<file path="src/rtl/interrupt_controller_pkg.sv">
// Shared types for the interrupt controller: source count, register spaces,
// and nibble-group helpers for the 4-bit register port.
package interrupt_controller_pkg;

  localparam int unsigned NUM_IRQ_SOURCES = 15;
  localparam int unsigned NIB_W           = 4;

  typedef enum logic [1:0] {
    IRQ_SPACE_FACTOR = 2'b00,
    IRQ_SPACE_MASK   = 2'b01,
    IRQ_SPACE_EDGE   = 2'b10,
    IRQ_SPACE_NONE   = 2'b11
  } irq_space;

  // Group g covers sources 4g..4g+3; source 15 does not exist and reads 0.
  function automatic logic [NIB_W-1:0] nib_get(input logic [NUM_IRQ_SOURCES-1:0] v,
                                               input logic [1:0] g);
    logic [NIB_W-1:0] r;
    logic [3:0]       idx;
    r = '0;
    for (int i = 0; i < 4; i++) begin
      idx = {g, 2'(i)};
      if (idx < 4'(NUM_IRQ_SOURCES)) r[i] = v[idx];
    end
    return r;
  endfunction

  function automatic logic [NUM_IRQ_SOURCES-1:0] nib_set(input logic [NUM_IRQ_SOURCES-1:0] v,
                                                         input logic [1:0] g,
                                                         input logic [NIB_W-1:0] d);
    logic [NUM_IRQ_SOURCES-1:0] r;
    logic [3:0]                 idx;
    r = v;
    for (int i = 0; i < 4; i++) begin
      idx = {g, 2'(i)};
      if (idx < 4'(NUM_IRQ_SOURCES)) r[idx] = d[i];
    end
    return r;
  endfunction

endpackage

</file>
<file path="src/rtl/irq_source.sv">
// One interrupt source: previous-sample flop, polarity-selected edge
// detection and a sticky factor flag where a new event beats a clear.
module irq_source (
  input  logic clk,
  input  logic reset_n,
  input  logic src,
  input  logic edge_sel,
  input  logic clr,
  output logic factor
);

  logic src_prev;
  logic evt_c;

  assign evt_c = edge_sel ? (src_prev & ~src) : (~src_prev & src);

  // Reset still tracks the input so a level high at release is not an event.
  always_ff @(posedge clk) begin
    src_prev <= src;
    if (!reset_n) begin
      factor <= 1'b0;
    end else if (evt_c) begin
      factor <= 1'b1;
    end else if (clr) begin
      factor <= 1'b0;
    end
  end

endmodule

</file>
<file path="src/rtl/interrupt_controller.sv">
// Interrupt factor/mask/edge-select registers behind a nibble register port,
// producing the registered request vector for the microcode sequencer.
module interrupt_controller
  import interrupt_controller_pkg::*;
#(
  parameter int unsigned NUM_SOURCES = NUM_IRQ_SOURCES
) (
  input  logic                   clk,
  input  logic                   reset_n,
  input  logic                   clk_en,
  input  logic [NUM_SOURCES-1:0] src_in,
  input  logic [3:0]             bus_addr,
  input  logic                   bus_re,
  input  logic                   bus_we,
  input  logic [NIB_W-1:0]       bus_wdata,
  output logic [NIB_W-1:0]       bus_rdata,
  output logic [NUM_SOURCES-1:0] interrupt_req,
  output logic                   irq_any
);

  irq_space               space_c;
  logic [1:0]             group_c;
  logic                   rd_c;
  logic                   wr_c;
  logic [NUM_SOURCES-1:0] factor;
  logic [NUM_SOURCES-1:0] mask;
  logic [NUM_SOURCES-1:0] edge_sel;
  logic [NUM_SOURCES-1:0] clr_c;
  logic [NUM_SOURCES-1:0] req_c;
  logic [NIB_W-1:0]       rdata_c;

  assign space_c = irq_space'(bus_addr[3:2]);
  assign group_c = bus_addr[1:0];
  // A simultaneous write wins; the read is dropped entirely.
  assign wr_c    = clk_en & bus_we;
  assign rd_c    = clk_en & bus_re & ~bus_we;
  assign req_c   = factor & mask;

  always_comb begin
    clr_c   = '0;
    rdata_c = '0;
    if (rd_c && (space_c == IRQ_SPACE_FACTOR)) begin
      clr_c = nib_set('0, group_c, 4'hF);
    end
    case (space_c)
      IRQ_SPACE_FACTOR: rdata_c = nib_get(factor, group_c);
      IRQ_SPACE_MASK:   rdata_c = nib_get(mask, group_c);
      IRQ_SPACE_EDGE:   rdata_c = nib_get(edge_sel, group_c);
      default:          rdata_c = '0;
    endcase
  end

  for (genvar n = 0; n < NUM_SOURCES; n++) begin : g_src
    irq_source u_src (
      .clk      (clk),
      .reset_n  (reset_n),
      .src      (src_in[n]),
      .edge_sel (edge_sel[n]),
      .clr      (clr_c[n]),
      .factor   (factor[n])
    );
  end

  always_ff @(posedge clk) begin
    if (!reset_n) begin
      mask          <= '0;
      edge_sel      <= '0;
      bus_rdata     <= '0;
      interrupt_req <= '0;
      irq_any       <= 1'b0;
    end else begin
      if (wr_c && (space_c == IRQ_SPACE_MASK)) begin
        mask <= nib_set(mask, group_c, bus_wdata);
      end
      if (wr_c && (space_c == IRQ_SPACE_EDGE)) begin
        edge_sel <= nib_set(edge_sel, group_c, bus_wdata);
      end
      if (rd_c) begin
        bus_rdata <= rdata_c;
      end
      interrupt_req <= req_c;
      irq_any       <= |req_c;
    end
  end

endmodule

</file>
<file path="config.mk">
export PLATFORM = sky130hd
export DESIGN_NAME = interrupt_controller
export DESIGN_NICKNAME = d
export VERILOG_FILES = /design/src/rtl/interrupt_controller_pkg.sv /design/src/rtl/irq_source.sv /design/src/rtl/interrupt_controller.sv
export SDC_FILE = /design/constraint.sdc
export NUM_CORES = 1
export LEC_CHECK = 0
export BUFFER_PORTS_ARGS = -buffer_cell sky130_fd_sc_hd__clkbuf_2
export CORE_ASPECT_RATIO = 0.9
export CORE_MARGIN = 4
export CORE_UTILIZATION = 60
export CTS_CLUSTER_SIZE = 40
export DETAILED_ROUTE_END_ITERATION = 10
export PLACE_DENSITY_LB_ADDON = 0.08
export REMOVE_ABC_BUFFERS = 1
export SLEW_MARGIN = 10
export SYNTH_ARGS = -nofsm -noshare
export SYNTH_HDL_FRONTEND = slang
export SYNTH_SLANG_ARGS = --single-unit
export TNS_END_PERCENT = 5
</file>
<file path="constraint.sdc">
create_clock -name clk -period 3.8 [get_ports clk]
set_input_delay 0.57 -clock clk [delete_from_list [all_inputs] [get_ports clk]]
set_output_delay 0.57 -clock clk [all_outputs]
set_load 0.01 [all_outputs]
</file>
==> flow_summary.ini, run 1 <==
[setup_path]
reg2reg_slack_ns = 2.36
path_class = in2reg
r2r-start = edge_sel[2]
worstPathArrival_ns = 2.06
r2r_end = bus_rdata[2]
r2r_cells = 4
cp-end-kind = flop
start_kind = primary input
crit_fanout = 20
cp.required_ns = 4.04

[clock_tree]
clk_path_buf_depth = 2
clock-sinks = 80
clk_latency_ns = 0.35
tritoncts = done
cts_buffers = 9
clk_pin_slew_ns = 0.08
ctsResizeCount = 0
root_buffer = clkbuf_8
htreeDepth = 3
hold_buffers = 0
cts_setup_buffers = 0

[final_layout]
stdcell_count = 447
area_growth_pct = 11.2
drive_gt1_frac = 0.184
final_area_mm2 = 0.00365
fin_nets = 404
diodes = 0
final.fill_count = 440

[placed_design]
hpwlAfterDp_um = 5580
gp_congestion = 0.852
port_buffers = 47
dp.cells = 432
dpl_cell_area_mm2 = 0.00350
dp_slack_ns = 1.62

[global_route]
grt_pass1_vias = 2422
grt_use_total = 0.247
antenna_found_initial = 0
grt_pass1_wl_um = 12600
overflow = 0
grt_start_max_net_pins = 63

[timing]
finalClockSkew_ns = 0.00661
final.period_utilization = 0.478
fmax_mhz = 551
final_max_slew_viol_count = 0
rsz0062_at_grt = no
period_needed_ns = 1.82
tns_ns = 0
layout_setup_ws_ns = 1.98
max-slew-margin-rel = 0.595
final-setup-viol-count = 0
tightest_slew_ns = 0.605
hold_viol_final = 0

[synth]
ys.flop_type = dfxtp_1
synth_edf_count = 0
netlist_area_mm2 = 0.00328
synth_most_common_cell = dfxtp_1
ys_types = 35
synthTopCellsByCount = 80 x dfxtp_1, 39 x nor2_1, 38 x nand2_1, 26 x nor2b_1, 24 x o21ai_0
yosysTopAreaCellShare = 0.488
ys_seq_area_frac = 0.488
synth-seq-cells = 80
yosysWarnings = 0
synthTopCellsByArea = dfxtp_1 49%, mux4_2 6.2%, nor2b_1 5.0%
yosys.area.top_type = dfxtp_1
async_reset_ff_frac = 0
syn_area_per_cell_um2 = 9.71
syn_inst = 338

[routing]
dr.pass1.iters = 4
vias = 2588
drt_iter0_markers = 274
via_per_inst = 5.79
wl_per_cell_um = 17.3
drcViolationCount = 0
ant_nets = 0
totalWireLength_um = 7740

[min_path]
whs_endpoint = g_src[5].u_src.src_prev
min_from = src_in[5]
holdPathStages = 1
hold_class = in2reg

[floorplan]
initial_utilization = 0.621
num_rows = 25
die_y_um = 78.2
core_mm2 = 0.00529
die-area_mm2 = 0.00672
pin_count = 48
die_w_um = 86.0

[power_and_ir_drop]
max-vdd-ir-drop_uv = 275
total_power_mw = 1.50
power.density_mw_per_mm2 = 411
power.leakage_nw = 1.50

[job]
maxCapViolCount = 0

[run_status]
status = complete, no violations
[state kept, by name (all words and copies together) (netlist names)]
register and count:
edge_sel 15, interrupt_req 15, irq_any 1, g_src.u_src.factor 15, g_src.u_src.src_prev 15, mask 15, bus_rdata 4
[routing by layer]
| layer | wire, µm | part of all wire | global-route usage | up-vias |
|---|---|---|---|---|
| met1 | 3350 | 0.43 | 0.328 | 1186 |
| met5 | 0 | 0 | 0 | - |
| li1 | - | - | - | 1300 |
| met3 | 575 | 0.074 | 0.0693 | 11 |
| met4 | 120 | 0.016 | 0.0823 | 0 |
| met2 | 3690 | 0.48 | 0.388 | 91 |
[cell type report]
type | count | area [µm²] | share of cell area
multi-input combinational | 236 | 1570 | 0.430
clock buffer | 14 | 143 | 0.0391
tap | 67 | 83.8 | 0.0230
clock inverter | 1 | 5.00 | 0.00137
timing repair buffer | 48 | 243 | 0.0665
inverter | 1 | 3.75 | 0.00103
sequential | 80 | 1600 | 0.439
[worst max-delay path: stages]
cell	delay, ns
clkbuf_2	0.42
mux4_2	0.58
mux2i_1	0.14
nor3_1	0.06
a221o_1	0.28
[stage by stage]
step / utilization / hold slack, ns
after floorplan: - / 0.474
after global placement: 0.662 / 0.488
after detailed placement: 0.662 / 0.476
after CTS: 0.690 / 0.326
after global routing: 0.690 / 0.331
final: 0.690 / 0.342
[where the power goes]
group          internal, mW  switching, mW
clock network         0.234          0.277
logic                0.0490         0.0587
registers             0.861         0.0214
[cells by family (layout without fill, tap and decap cells)]
| kind of cell | after synthesis | count (layout) | share of synthesized area |
|---|---|---|---|
| AOI/OAI and AO/OA | 76 | 76 | 0.166 |
| buffers and inverters | 22 | 64 | 0.0335 |
| DFF | 80 | 80 | 0.488 |
| muxes | 23 | 23 | 0.105 |
| and+or+nand+nor | 137 | 137 | 0.208 |
[how the worst max path moves through the flow]
stage / cells past startpoint / slack (ns) / end / start
finish: 5 / 1.98 / bus_rdata[2] / bus_addr[0]
floorplan: 4 / 2.20 / edge_sel[0] / bus_addr[2]
CTS: 5 / 1.99 / g_src[10].u_src.factor / bus_addr[0]
detailed placement: 5 / 1.62 / g_src[10].u_src.factor / bus_addr[0]
global placement: 5 / 1.64 / g_src[11].u_src.factor / bus_addr[0]
global route: 5 / 1.82 / edge_sel[10] / bus_addr[2]
[placed cells by master (no fill, tap or decap), types with 5 or more instances in the layout]
cell / n
dfxtp_1: 80
clkbuf_2: 47
nor2_1: 39
nand2_1: 38
nor2b_1: 26
o21ai_0: 24
a21boi_0: 20
a221oi_1: 16
and3_1: 15
mux2i_1: 13
mux4_2: 9
clkbuf_8: 9
clkbuf_1: 5
Power figures use the tool's default switching activity.
==> run 2: changes to the inputs <==
--- a/config.mk
+++ b/config.mk
@@ -5,10 +5,11 @@
 export SDC_FILE = /design/constraint.sdc
 export NUM_CORES = 1
 export LEC_CHECK = 0
+export ABC_AREA = 1
 export BUFFER_PORTS_ARGS = -buffer_cell sky130_fd_sc_hd__clkbuf_2
 export CORE_ASPECT_RATIO = 0.9
 export CORE_MARGIN = 4
-export CORE_UTILIZATION = 60
+export CORE_UTILIZATION = 56
 export CTS_CLUSTER_SIZE = 40
 export DETAILED_ROUTE_END_ITERATION = 10
 export PLACE_DENSITY_LB_ADDON = 0.08
==> constraint.sdc (replaced) <==
create_clock -name clk -period 1.9 [get_ports clk]
set_input_delay 0.285 -clock clk [delete_from_list [all_inputs] [get_ports clk]]
set_output_delay 0.285 -clock clk [all_outputs]
set_load 0.01 [all_outputs]
==> flow_summary.ini, run 2 <==
[floorplan]
core_mm2 = 0.00573
initial_utilization = 0.582
num_rows = 26
die-area_mm2 = 0.00724
die_y_um = 81.2
pin_count = 48
die_w_um = 89.3

[global_route]
met1_usage = 0.354
use_met3 = 0.0487
grt_pass1_vias = 2683
top_usage_layer = met2
grt_use_total = 0.248
grt_pass1_wl_um = 13300
overflow = 0
use_met2 = 0.367
grt_start_max_net_pins = 23
antenna_found_initial = 0

[setup_path]
cp.required_ns = 2.18
path_class = in2reg
cp-end-kind = flop
crit_fanout = 14
r2r-start = edge_sel[0]
r2r_end = bus_rdata[0]
reg2reg_slack_ns = 0.76
r2r_cells = 8
worstPathArrival_ns = 1.51
start_kind = primary input

[final_layout]
diodes = 0
drive_gt1_frac = 0.172
final_common_cell = nand2_1
layout_common_cells = 157 x nand2_1, 80 x dfxtp_1, 65 x nor2_1, 47 x clkbuf_2, 33 x a21oi_1
fin_nets = 541
final_area_mm2 = 0.00385
area_growth_pct = 15.6
final.fill_count = 531

[synth]
yosysTopAreaCellShare = 0.481
ys_types = 27
netlist_area_mm2 = 0.00333
ys_seq_area_frac = 0.481
yosys.area.top_type = dfxtp_1
synth-seq-cells = 80
yosysWarnings = 0
synth_edf_count = 0
ys.flop_type = dfxtp_1
async_reset_ff_frac = 0
syn_area_per_cell_um2 = 7.19
synthTopCellsByCount = 157 x nand2_1, 80 x dfxtp_1, 65 x nor2_1, 33 x a21oi_1, 32 x o21ai_0
syn_inst = 463
synth_most_common_cell = nand2_1
synthTopCellsByArea = dfxtp_1 48%, nand2_1 18%, nor2_1 7.3%

[timing]
tightest_slew_ns = 0.383
max-slew-margin-rel = 0.744
period_needed_ns = 1.23
whs_ns = 0.0423
layout_setup_ws_ns = 0.672
fmax_mhz = 814
tns_ns = 0
finalClockSkew_ns = 0.00932
final.period_utilization = 0.646
final_max_slew_viol_count = 0
final-setup-viol-count = 0
rsz0062_at_grt = no
hold_viol_final = 0

[placed_design]
dpl_cell_area_mm2 = 0.00360
port_buffers = 47
gp_congestion = 0.896
dp_slack_ns = 0.314
hpwlAfterDp_um = 6320

[clock_tree]
clk_pin_slew_ns = 0.08
clk_latency_ns = 0.35
htreeDepth = 3
cts_setup_buffers = 0
hold_buffers = 0
root_buffer = clkbuf_8
clk_path_buf_depth = 2
ctsResizeCount = 0
clock-sinks = 80
tritoncts = done
cts_buffers = 9

[job]
maxCapViolCount = 0

[routing]
vias = 3040
drt_iter0_markers = 181
via_per_inst = 5.17
ant_nets = 0
drcViolationCount = 0
totalWireLength_um = 8370
wl_per_cell_um = 14.2
dr.pass1.iters = 4

[power_and_ir_drop]
power.density_mw_per_mm2 = 912
power.leakage_nw = 1.75
max-vdd-ir-drop_uv = 692

[min_path]
whs_endpoint = g_src[8].u_src.src_prev
hold_class = in2reg
min_from = src_in[8]
holdPathStages = 1

[run_status]
status = complete, no violations
[run 2: cell types whose count changed in the layout (fill, tap and decap cells not counted), moves of 17 or more]
cell / delta
a21boi_0: -20
a21oi_1: +33
inv_1: +22
nand2_1: +119
nand3_1: +17
nor2_1: +26
nor2b_1: -26
[run 2: worst max-delay path, stage by stage]
cell      delay [ns]
clkbuf_2        0.25
buf_4           0.27
o21ai_0         0.24
nand2_1         0.08
nand2_1         0.08
nand2_1         0.05
nand3_1         0.08
nand2_1         0.06
a21oi_1         0.12
[run 2: area by class of cell]
cell class,instances,area [µm²],area share
flip-flops and latches,80,1600,0.416
multi-input cells,340,1520,0.396
clock buffers,11,141,0.0367
inverters,30,118,0.0306
repair buffers,52,273,0.0709
clock inverters,5,104,0.0270
well taps,70,87.6,0.0228
[run 2: kinds of logic (layout without fill, tap and decap cells)]
group,Yosys count,count (layout),share of synthesized area
flip-flops,80,80,0.481
AO/OA/AOI/OAI,75,75,0.118
AND/OR/NAND/NOR,265,265,0.339
buffers and inverters,43,98,0.0616
[run 2: through the flow]
stage / power, mW / std cells / utilization
floorplan: 1.92 / 450 / -
finish: 3.51 / 588 / 0.672
detailed placement: 2.04 / 572 / 0.629
global route: 3.64 / 588 / 0.672
global placement: 2.03 / 572 / 0.629
CTS: 3.53 / 588 / 0.672
[run 2: how the worst max path moves through the flow]
| stage | start | endpoint | slack [ns] |
|---|---|---|---|
| 2_1_floorplan | reset_n | edge_sel[3] | 0.55 |
| 3_3_place_gp | bus_addr[0] | bus_rdata[0] | 0.36 |
| 3_5_place_dp | bus_addr[0] | bus_rdata[0] | 0.31 |
| 4_1_cts | bus_addr[0] | bus_rdata[0] | 0.67 |
| 5_1_grt | bus_addr[0] | bus_rdata[0] | 0.51 |
| 6_report | bus_addr[0] | bus_rdata[0] | 0.67 |
[run 2: per-layer routing]
metal  up-vias  routed length (µm)
met3        19                 453
met5         -                   0
li1       1581                   -
met4         0                 226
met1      1357                4100
met2        83                3590
[run 2: power breakdown]
part	leakage, nW	total [mW]	switching (mW)	internal, mW
registers	0.654	1.76	0.0356	1.73
logic	0.972	0.245	0.164	0.0817
clock network	0.124	1.50	0.593	0.909
==> run 3: changes to the inputs <==
--- a/config.mk
+++ b/config.mk
@@ -5,11 +5,11 @@
 export SDC_FILE = /design/constraint.sdc
 export NUM_CORES = 1
 export LEC_CHECK = 0
-export ABC_AREA = 1
+export ABC_AREA = 0
 export BUFFER_PORTS_ARGS = -buffer_cell sky130_fd_sc_hd__clkbuf_2
 export CORE_ASPECT_RATIO = 0.9
 export CORE_MARGIN = 4
-export CORE_UTILIZATION = 56
+export CORE_UTILIZATION = 51
 export CTS_CLUSTER_SIZE = 40
 export DETAILED_ROUTE_END_ITERATION = 10
 export PLACE_DENSITY_LB_ADDON = 0.08
==> constraint.sdc (replaced) <==
create_clock -name clk -period 1 [get_ports clk]
set_input_delay 0.15 -clock clk [delete_from_list [all_inputs] [get_ports clk]]
set_output_delay 0.15 -clock clk [all_outputs]
set_load 0.01 [all_outputs]
==> flow_summary.ini, run 3 (synthesis results as in run 1) <==
[power_and_ir_drop]
p_seq_frac = 0.494
max-vdd-ir-drop_uv = 786
p_sw_mw = 1.50
total_power_mw = 6.76
power.leakage_nw = 1.99
internal_power_mw = 5.26
pwr-share-clk = 0.407
swShare = 0.221
p_comb_frac = 0.100
power.density_mw_per_mm2 = 1490

[setup_path]
worstPathArrival_ns = 1.63
path_cells = mux4_2 > mux2i_1 > nor3_1 > a221o_1
cp.required_ns = 1.24
path_class = reg2reg
r2r_end = bus_rdata[1]
crit_buf_inv = 0
r2r_cells = 4
cp-end-kind = flop
reg2reg_slack_ns = -0.39
cp_slowest_cell = mux4_2
crit_path_max_incr_delay_ns = 0.46
r2r-start = g_src[9].u_src.factor
path_delay_family = multiplexers
start_kind = flop
crit_fanout = 2

[routing]
ant_nets = 0
vias = 3002
drcViolationCount = 0
dr.pass1.iters = 5
wl_per_cell_um = 16.7
totalWireLength_um = 9160
via_per_inst = 5.46
drt_iter0_markers = 198

[timing]
final.period_utilization = 1.39
tightest_slew_ns = 0.554
finalClockSkew_ns = 0.00716
period_needed_ns = 1.39
final-setup-viol-count = 10
max-slew-margin-rel = 0.630
fmax_mhz = 721
hold_viol_final = 0
final_max_slew_viol_count = 0
whs_ns = 0.156
layout_setup_ws_ns = -0.386
rsz0062_at_grt = yes

[global_route]
grt_pass1_wl_um = 14700
grt_pass1_vias = 2893
top_usage_layer = met2
grt_use_total = 0.243
met1_usage = 0.329
antenna_found_initial = 0
use_met2 = 0.385
grt_start_max_net_pins = 43
use_met3 = 0.0505
overflow = 0

[floorplan]
die-area_mm2 = 0.00778
pin_count = 48
num_rows = 27
die_y_um = 84.1
core_mm2 = 0.00618
die_w_um = 92.6
initial_utilization = 0.531

[placed_design]
hpwlAfterDp_um = 6660
dp_slack_ns = -0.608
port_buffers = 47
gp_congestion = 0.931
dp.cells = 521

[clock_tree]
clk_pin_slew_ns = 0.08
clock-sinks = 80
htreeDepth = 3
clk_latency_ns = 0.36
tritoncts = done
cts_buffers = 9
clk_path_buf_depth = 2
cts_setup_buffers = 0
root_buffer = clkbuf_8

[final_layout]
drive_gt1_frac = 0.369
stdcell_count = 550
fin_nets = 488
diodes = 0
layout_common_cells = 68 x buf_4, 67 x dfxtp_1, 45 x clkbuf_2, 38 x nand2_1, 33 x nor2_1
final_common_cell = buf_4
area_growth_pct = 38.3
post-route-util = 0.734

[min_path]
holdPathStages = 3
min_from = bus_wdata[3]
hold_class = in2reg
whs_endpoint = edge_sel[7]

[job]
maxCapViolCount = 0

[run_status]
status = finished, violations left
violations = negative setup slack
==> run 3: cell types whose count changed in the layout (fill, tap and decap cells not counted), sizes merged, moves of 15 or more <==
cell	previous run	this run
nor2	72	39
buf	5	71
and3	0	15
a21boi	0	22
inv	28	1
nand2	163	38
nor2b	0	26
dlygate4sd3	0	15
a221oi	0	16
a21oi	33	0
nand3	21	4
==> run 3: power groups by stage <==
stage               Sequential (mW)  Clock, mW  Combinational [mW]
finish                         3.34       2.75               0.674
global route                   3.34       2.91               0.728
CTS                            3.33       2.79               0.649
detailed placement             3.40          0               0.589
global placement               3.40          0               0.576
floorplan                      3.39          0               0.209
==> run 3: how the worst max path moves through the flow <==
stage | depth (start not counted) | endpoint | slack (ns) | startpoint
after floorplan | 4 | bus_rdata[2] | -0.30 | edge_sel[14]
after detailed placement | 5 | bus_rdata[2] | -0.61 | bus_addr[0]
after CTS | 4 | bus_rdata[2] | -0.39 | edge_sel[6]
after global placement | 5 | bus_rdata[2] | -0.53 | bus_addr[0]
final | 4 | bus_rdata[1] | -0.39 | g_src[9].u_src.factor
after global routing | 4 | bus_rdata[2] | -0.44 | edge_sel[6]
==> run 3: layout make-up <==
cell class                      instances  area [µm²]
Clock buffer                           10         128
Inverter                                1        3.75
Sequential cell                        80        1620
Tap cell                               87         109
Multi-Input combinational cell        236        1640
Timing Repair Buffer                  132         942
Clock inverter                          4        95.1
Fill cell                             453        1640
==> run 3: per-layer routing <==
layer,share of wire,vias to the layer above
li1,-,1459
met1,0.44,1424
met2,0.48,105
met3,0.067,14
met4,0.016,0
met5,0,-
==> run 3: worst reg2reg max path, cell delays in order, from the launching register on <==
cell and delay (ns):
dfxtp_2 0.35, mux4_2 0.46, mux2i_1 0.15, nor3_1 0.06
a221o_1 0.25
==> run 3: per-stage QoR <==
step	setup TNS [ns]	instance area, µm²
after global routing	-2.85	4540
after floorplan	-3.23	3180
after detailed placement	-20.90	4060
after CTS	-1.68	4480
after global placement	-19.33	4060
final	-1.71	4540
==> run 3: what timing repair did <==
item / CTS / global route
endpoints found under the hold margin: 15 / 0
resized for setup: 19 / 25
hold buffers: 15 / 0
pin swaps: 4 / 4
setup endpoints to repair: 44 / 45
